`config.mk`:
```
export PLATFORM = sky130hd
export DESIGN_NAME = battle_controller_flat
export DESIGN_NICKNAME = d
export VERILOG_FILES = /design/src/rtl/battle_controller_if.sv /design/src/rtl/battle_controller.sv /design/src/flat_wrapper.sv
export SDC_FILE = /design/constraint.sdc
export NUM_CORES = 1
export LEC_CHECK = 0
export ABC_AREA = 1
export BUFFER_PORTS_ARGS = -buffer_cell sky130_fd_sc_hd__buf_2
export CAP_MARGIN = 30
export CORE_ASPECT_RATIO = 1.25
export CORE_MARGIN = 2
export CORE_UTILIZATION = 56
export CTS_BUF_LIST = sky130_fd_sc_hd__clkbuf_16
export CTS_CLUSTER_DIAMETER = 50
export CTS_CLUSTER_SIZE = 16
export DETAILED_ROUTE_END_ITERATION = 8
export PLACE_DENSITY = 0.79
export SYNTH_ARGS = -nofsm -noshare
export SYNTH_HDL_FRONTEND = slang
export SYNTH_SLANG_ARGS = --single-unit
```
`constraint.sdc`:
```
create_clock -name clk -period 1.9 [get_ports clk]
set_clock_uncertainty 0.05 [all_clocks]
set_input_delay 0.19 -clock clk [delete_from_list [all_inputs] [get_ports clk]]
set_output_delay 0.19 -clock clk [all_outputs]
set_load 0.02 [all_outputs]
```
`src/rtl/battle_controller_if.sv`:
```
// Handshake bundle between the battle turn sequencer and its neighbours
// (input debouncers, enemy phase block, HUD and render).
interface battle_controller_if;
  logic       start_in;
  logic       confirm_in;
  logic       busy_in;
  logic       finished_in;
  logic       damage_in;
  logic [3:0] state_out;
  logic [3:0] turn_out;
  logic [7:0] player_hp_out;
  logic [7:0] enemy_hp_out;
  logic       game_over_out;
  logic       hit_flash_out;

  modport master (
    output start_in, confirm_in, busy_in, finished_in, damage_in,
    input  state_out, turn_out, player_hp_out, enemy_hp_out,
           game_over_out, hit_flash_out
  );

  modport slave (
    input  start_in, confirm_in, busy_in, finished_in, damage_in,
    output state_out, turn_out, player_hp_out, enemy_hp_out,
           game_over_out, hit_flash_out
  );
endinterface

```
`src/rtl/battle_controller.sv`:
```
// Battle turn sequencer: menu -> player attack -> enemy phase, owning both HP
// pools, the post-hit invulnerability window, the enemy watchdog and win/lose.
module battle_controller #(
  parameter int PLAYER_HP     = 20,
  parameter int ENEMY_HP      = 30,
  parameter int HIT_DAMAGE    = 4,
  parameter int ATTACK_DAMAGE = 5,
  parameter int ATTACK_CYCLES = 32500000,
  parameter int INVULN_CYCLES = 6500000,
  parameter int ENEMY_TIMEOUT = 650000000
) (
  input  logic          clk,
  input  logic          rst,
  battle_controller_if.slave bus
);

  typedef enum logic [3:0] {
    ST_IDLE   = 4'b0000,
    ST_MENU   = 4'b0001,
    ST_ATTACK = 4'b0010,
    ST_WIN    = 4'b0100,
    ST_LOSE   = 4'b0101,
    ST_ENEMY  = 4'b1000
  } state_t;

  localparam logic [31:0] ATTACK_LAST    = 32'(ATTACK_CYCLES - 1);
  localparam logic [31:0] ENEMY_LAST     = 32'(ENEMY_TIMEOUT - 1);
  localparam logic [31:0] INVULN_LOAD    = 32'(INVULN_CYCLES);
  localparam logic [7:0]  PLAYER_HP_INIT = 8'(PLAYER_HP);
  localparam logic [7:0]  ENEMY_HP_INIT  = 8'(ENEMY_HP);
  localparam logic [7:0]  HIT_DMG        = 8'(HIT_DAMAGE);
  localparam logic [7:0]  ATTACK_DMG     = 8'(ATTACK_DAMAGE);

  state_t      state_r;
  logic [3:0]  turn_r;
  logic [7:0]  player_hp_r;
  logic [7:0]  enemy_hp_r;
  logic        game_over_r;
  logic        hit_flash_r;
  logic [31:0] phase_cnt_r;
  logic [31:0] invuln_r;

  logic        hit_s;
  logic        enemy_exit_s;
  logic [7:0]  hp_after_hit_s;
  logic [7:0]  enemy_hp_attacked_s;

  function automatic logic [7:0] sat_sub(input logic [7:0] a, input logic [7:0] b);
    if (a > b) begin
      sat_sub = a - b;
    end else begin
      sat_sub = 8'd0;
    end
  endfunction

  // Same-cycle hit resolution and enemy-phase exit condition
  always_comb begin
    hit_s               = (state_r == ST_ENEMY) && bus.damage_in && (invuln_r == 32'd0);
    enemy_exit_s        = bus.finished_in || (phase_cnt_r == ENEMY_LAST);
    enemy_hp_attacked_s = sat_sub(enemy_hp_r, ATTACK_DMG);
    if (hit_s) begin
      hp_after_hit_s = sat_sub(player_hp_r, HIT_DMG);
    end else begin
      hp_after_hit_s = player_hp_r;
    end
  end

  // Phase sequencer with all outputs held in registers
  always_ff @(posedge clk) begin
    if (rst) begin
      state_r     <= ST_IDLE;
      turn_r      <= 4'd0;
      player_hp_r <= PLAYER_HP_INIT;
      enemy_hp_r  <= ENEMY_HP_INIT;
      game_over_r <= 1'b0;
      hit_flash_r <= 1'b0;
      phase_cnt_r <= 32'd0;
      invuln_r    <= 32'd0;
    end else begin
      case (state_r)
        ST_IDLE, ST_WIN, ST_LOSE: begin
          if (bus.start_in) begin
            state_r     <= ST_MENU;
            turn_r      <= 4'd0;
            player_hp_r <= PLAYER_HP_INIT;
            enemy_hp_r  <= ENEMY_HP_INIT;
            game_over_r <= 1'b0;
            hit_flash_r <= 1'b0;
            phase_cnt_r <= 32'd0;
            invuln_r    <= 32'd0;
          end
        end
        ST_MENU: begin
          if (bus.confirm_in) begin
            state_r     <= ST_ATTACK;
            enemy_hp_r  <= enemy_hp_attacked_s;
            phase_cnt_r <= 32'd0;
          end
        end
        ST_ATTACK: begin
          if (phase_cnt_r == ATTACK_LAST) begin
            phase_cnt_r <= 32'd0;
            invuln_r    <= 32'd0;
            if (enemy_hp_r == 8'd0) begin
              state_r     <= ST_WIN;
              game_over_r <= 1'b1;
            end else begin
              state_r <= ST_ENEMY;
            end
          end else begin
            phase_cnt_r <= phase_cnt_r + 32'd1;
          end
        end
        ST_ENEMY: begin
          player_hp_r <= hp_after_hit_s;
          if (enemy_exit_s) begin
            phase_cnt_r <= 32'd0;
            invuln_r    <= 32'd0;
            hit_flash_r <= 1'b0;
            if (hp_after_hit_s == 8'd0) begin
              state_r     <= ST_LOSE;
              game_over_r <= 1'b1;
            end else begin
              state_r <= ST_MENU;
              turn_r  <= turn_r + 4'd1;
            end
          end else begin
            phase_cnt_r <= phase_cnt_r + 32'd1;
            // Flash tracks the window: it drops together with the last count
            if (hit_s) begin
              invuln_r    <= INVULN_LOAD;
              hit_flash_r <= 1'b1;
            end else if (invuln_r != 32'd0) begin
              invuln_r    <= invuln_r - 32'd1;
              hit_flash_r <= (invuln_r > 32'd1);
            end
          end
        end
        default: begin
          state_r     <= ST_IDLE;
          game_over_r <= 1'b0;
          hit_flash_r <= 1'b0;
          phase_cnt_r <= 32'd0;
          invuln_r    <= 32'd0;
        end
      endcase
    end
  end

  assign bus.state_out     = state_r;
  assign bus.turn_out      = turn_r;
  assign bus.player_hp_out = player_hp_r;
  assign bus.enemy_hp_out  = enemy_hp_r;
  assign bus.game_over_out = game_over_r;
  assign bus.hit_flash_out = hit_flash_r;

endmodule

```
`src/flat_wrapper.sv`:
```
// flat-port wrapper written by rule: the top's interface ports become plain ports
module battle_controller_flat 
#(
  parameter int PLAYER_HP     = 20,
  parameter int ENEMY_HP      = 30,
  parameter int HIT_DAMAGE    = 4,
  parameter int ATTACK_DAMAGE = 5,
  parameter int ATTACK_CYCLES = 32500000,
  parameter int INVULN_CYCLES = 6500000,
  parameter int ENEMY_TIMEOUT = 650000000
)
  (clk, rst, bus_start_in, bus_confirm_in, bus_busy_in, bus_finished_in, bus_damage_in, bus_state_out, bus_turn_out, bus_player_hp_out, bus_enemy_hp_out, bus_game_over_out, bus_hit_flash_out);
  battle_controller_if bus_i ();
  input  logic clk;
  input  logic rst;
  input wire logic [$bits(bus_i.start_in)-1:0] bus_start_in;
  input wire logic [$bits(bus_i.confirm_in)-1:0] bus_confirm_in;
  input wire logic [$bits(bus_i.busy_in)-1:0] bus_busy_in;
  input wire logic [$bits(bus_i.finished_in)-1:0] bus_finished_in;
  input wire logic [$bits(bus_i.damage_in)-1:0] bus_damage_in;
  output wire logic [$bits(bus_i.state_out)-1:0] bus_state_out;
  output wire logic [$bits(bus_i.turn_out)-1:0] bus_turn_out;
  output wire logic [$bits(bus_i.player_hp_out)-1:0] bus_player_hp_out;
  output wire logic [$bits(bus_i.enemy_hp_out)-1:0] bus_enemy_hp_out;
  output wire logic [$bits(bus_i.game_over_out)-1:0] bus_game_over_out;
  output wire logic [$bits(bus_i.hit_flash_out)-1:0] bus_hit_flash_out;
  assign bus_i.start_in = bus_start_in;
  assign bus_i.confirm_in = bus_confirm_in;
  assign bus_i.busy_in = bus_busy_in;
  assign bus_i.finished_in = bus_finished_in;
  assign bus_i.damage_in = bus_damage_in;
  assign bus_state_out = bus_i.state_out;
  assign bus_turn_out = bus_i.turn_out;
  assign bus_player_hp_out = bus_i.player_hp_out;
  assign bus_enemy_hp_out = bus_i.enemy_hp_out;
  assign bus_game_over_out = bus_i.game_over_out;
  assign bus_hit_flash_out = bus_i.hit_flash_out;
  battle_controller #(.PLAYER_HP(PLAYER_HP), .ENEMY_HP(ENEMY_HP), .HIT_DAMAGE(HIT_DAMAGE), .ATTACK_DAMAGE(ATTACK_DAMAGE), .ATTACK_CYCLES(ATTACK_CYCLES), .INVULN_CYCLES(INVULN_CYCLES), .ENEMY_TIMEOUT(ENEMY_TIMEOUT)) u_core (.clk(clk), .rst(rst), .bus(bus_i));
endmodule
```
==> results_dict.tcl <==
set metrics [dict create \
    syn-cell-area_mm2 0.005788 \
    avgSynthCellArea_um2 6.533 \
    cp_top_family "simple AND/OR/NAND/NOR gates" \
    stdcell_area_mm2 0.008656 \
    met2_usage_pct 58.55 \
    totalWireLength_um 22510 \
    cts_tree "done" \
    ctsHoldBuffers 0 \
    yosys_warnings 0 \
    synthArstFlopShare_pct 0 \
    first_iter_violations 660 \
    seq_area_mm2 0.001826 \
    final_cell_mix "buf_4, nand2_1, inv_1, nor2_1, dfxtp_1" \
    cp_common_cell "nand2_1" \
    die_h_um 117.7 \
    maxSlewViolCount 0 \
    ctsHtreeMaxLevel 3 \
    start_util_pct 57.27 \
    required_ns 2.14 \
    fmax_mhz 442.9 \
    whs_path_depth 4 \
    rr_endpoint "u_core.invuln_r[27]" \
    first_pass_iters 7 \
    rsz0062_at_grt "true" \
    grt_pass1_wl_um 29280 \
    path_cells "nor2_1, inv_1, nor3_1, nand4_2, nor2_2, nand2_1, nor2_1, inv_1, nor2_2, nand2_1, nand2_1, nand2_1, nor2_1" \
    clock_sink_count 90 \
    fp.dieW_um 94.93 \
    multiInputGateArea_mm2 0.003938 \
    status "finished with violations" \
    setup_viol 68 \
    ctsRootBufferMaster "clkbuf_16" \
    grt_pass1_vias 6783 \
    fin_ws_ns -0.3577 \
    grt_max_degree 29 \
    n_fill_cell 547 \
    p_leak_nw 3.892 \
    hp-class "in2reg" \
    placement.cell_area_mm2 0.007312 \
    violations "negative setup slack" \
    r2r-start "u_core.invuln_r[13]" \
    worstMarginPinSlew_ns 0.4603 \
    cts_buffer_depth 2 \
    cts.reportedPaths.clkPinSlew_ns 0.07 \
    use_met1_pct 33.74 \
    die_area_mm2 0.01117 \
    min_from "rst" \
    place_ws_ns -0.2545 \
    ys.flop_type "dfxtp_1" \
    gp_congestion 0.9776 \
    slowest_stage "dfxtp_1" \
    period_needed_ns 2.258 \
    hold_viol_final 0 \
    syn_inst 886 \
    p_total_mw 14.08 \
    rr_worst_depth 13 \
    drcViolationCount 0 \
    maxCapViolations 0 \
    worstSetupPathType "reg2reg" \
    synth.distinct_cells 47 \
    min_to "u_core.bus.hit_flash_out" \
    cp-end-kind "register" \
    area_delta_synth_final_pct 49.55 \
    synth_edf_count 0 \
    vias 7387 \
    grt.overflow.total 0 \
    synth.yosys.seq_area_share_pct 31.13 \
    path_buf_inv 2 \
    core_area_mm2 0.01011 \
    rows 41 \
    antenna_found_initial 0 \
    drive_gt1_share_pct 40.77 \
    reg2reg_slack_ns -0.36 \
    nNetsFinal 1133 \
    mostFrequentLayoutCell "buf_4" \
    io_buffer_count 31 \
    slowest_delay_ns 0.34 \
    cts_buffers 9 \
    period_share_pct 118.8 \
    placedCellCount 1194 \
    top_usage_layer "met2" \
    hpwl_um 12560 \
    cp.arrival_ns 2.50 \
    cp_max_fo 4 \
    syn_nets 902 \
    grt.met3_usage_pct 6.274 \
    vias_per_cell 5.910 \
    slew_headroom_pct 68.99 \
    clock_latency_ns 0.35 \
    pin_count 33 \
    grtUsageTotal_pct 32.54 \
    diodes 0 \
    peakVddDrop_mv 0.7854 \
    antenna_left 0 \
    power_density_mw_per_mm2 1627 \
    routedWlPerCell_um 18.00 \
    cp.depth 13 \
    synth-seq-cells 90 \
    startpoint_type "register" \
    finalNonFillerCells 1250 \
]
==> worst register-to-register path: stages (launching register included) <==
cell	delay, ns
dfxtp_1	0.34
nor2_1	0.25
inv_1	0.10
nor3_1	0.25
nand4_2	0.24
nor2_2	0.16
nand2_1	0.10
nor2_1	0.21
inv_1	0.11
nor2_2	0.13
nand2_1	0.08
nand2_1	0.06
nand2_1	0.05
nor2_1	0.07
==> stage by stage <==
step                      utilization, %  hold slack (ns)  TNS (ns)
final                              85.65           0.2459    -12.94
after global routing               85.65           0.2594    -20.68
after CTS                          78.45           0.2095    -5.570
after detailed placement           72.35           0.4324    -10.49
after global placement             72.35           0.4262    -7.409
after floorplan                        -           0.4042         0
==> area by class of cell <==
type,instances,area share (%)
Clock inverter,6,0.6938
Sequential cell,90,21.09
Tap cell,129,1.865
Multi-Input combinational cell,648,45.49
Timing Repair Buffer,240,22.42
Inverter,128,5.840
Clock buffer,9,2.602
==> per-layer routing <==
layer | vias up | wire length, um
li1 | 3352 | -
met5 | - | 0
met1 | 3403 | 7465
met4 | 0 | 1799
met2 | 447 | 11260
met3 | 185 | 1983
==> repair_timing <==
item / in CTS / in global routing
setup buffers: 12 / 21
setup endpoints to repair: 78 / 77
cloned: 0 / 8
pin swaps: 26 / 72
resized for setup: 65 / 130
==> cells in the mapped netlist (2+ instances only) <==
| library cell | instances | area share, % |
|---|---|---|
| a211oi_1 | 5 | 0.65 |
| a21oi_1 | 42 | 3.6 |
| a31oi_1 | 2 | 0.22 |
| buf_2 | 3 | 0.26 |
| buf_4 | 4 | 0.52 |
| buf_6 | 9 | 1.8 |
| clkbuf_1 | 4 | 0.26 |
| dfxtp_1 | 90 | 31 |
| ha_1 | 9 | 1.9 |
| inv_1 | 120 | 7.8 |
| inv_2 | 6 | 0.39 |
| nand2_1 | 177 | 11 |
| nand2_2 | 15 | 1.6 |
| nand2_4 | 5 | 0.97 |
| nand3_1 | 68 | 5.9 |
| nand3_2 | 4 | 0.69 |
| nand3b_1 | 4 | 0.52 |
| nand4_1 | 22 | 2.4 |
| nand4_2 | 2 | 0.43 |
| nor2_1 | 123 | 8.0 |
| nor2_2 | 11 | 1.2 |
| nor2_4 | 6 | 1.2 |
| nor3_1 | 35 | 3.0 |
| nor3_2 | 2 | 0.35 |
| nor3b_1 | 4 | 0.52 |
| nor4_1 | 16 | 1.7 |
| nor4_2 | 3 | 0.65 |
| o211ai_1 | 3 | 0.39 |
| o21ai_0 | 47 | 4.1 |
| o21ai_1 | 4 | 0.35 |
| o21bai_1 | 2 | 0.26 |
| or2_1 | 3 | 0.32 |
| or2_2 | 5 | 0.54 |
| xnor2_1 | 8 | 1.2 |
| xor2_1 | 11 | 1.7 |
==> worst max path at each step <==
stage	startpoint	endpoint	slack, ns
floorplan	u_core.phase_cnt_r[1]	u_core.invuln_r[9]	0.0004
global placement	u_core.invuln_r[20]	u_core.bus.turn_out[3]	-0.22
detailed placement	u_core.invuln_r[22]	u_core.bus.turn_out[3]	-0.25
CTS	u_core.phase_cnt_r[1]	u_core.invuln_r[9]	-0.14
global route	u_core.phase_cnt_r[1]	u_core.invuln_r[2]	-0.54
finish	u_core.invuln_r[13]	u_core.invuln_r[27]	-0.36
==> power by group <==
part	switching [mW]	leakage [nW]	internal [mW]
Sequential	0.322	0.737	2.20
Combinational	5.70	3.01	4.06
Clock	0.785	0.142	1.01
Total	6.81	3.89	7.28
==> state kept, by name, indices dropped and copies added (netlist names) <==
signal / count
u_core.bus.turn_out: 4
u_core.bus.game_over_out: 1
u_core.bus.state_out: 4
u_core.invuln_r: 32
u_core.phase_cnt_r: 32
u_core.bus.hit_flash_out: 1
u_core.bus.enemy_hp_out: 8
u_core.bus.player_hp_out: 8
==> logic make-up (layout without fill, tap and decap cells) <==
logic type / after synthesis / in the layout / synth area share, %
and+or+nand+nor: 508 / 508 / 42.26
buffers and inverters: 148 / 383 / 11.11
adders and majority gates: 9 / 9 / 1.946
AOI/OAI and AO/OA: 112 / 112 / 10.68
DFF: 90 / 90 / 31.13
xor gates and xnor gates: 19 / 19 / 2.875
(Power assumes the default switching activity.)
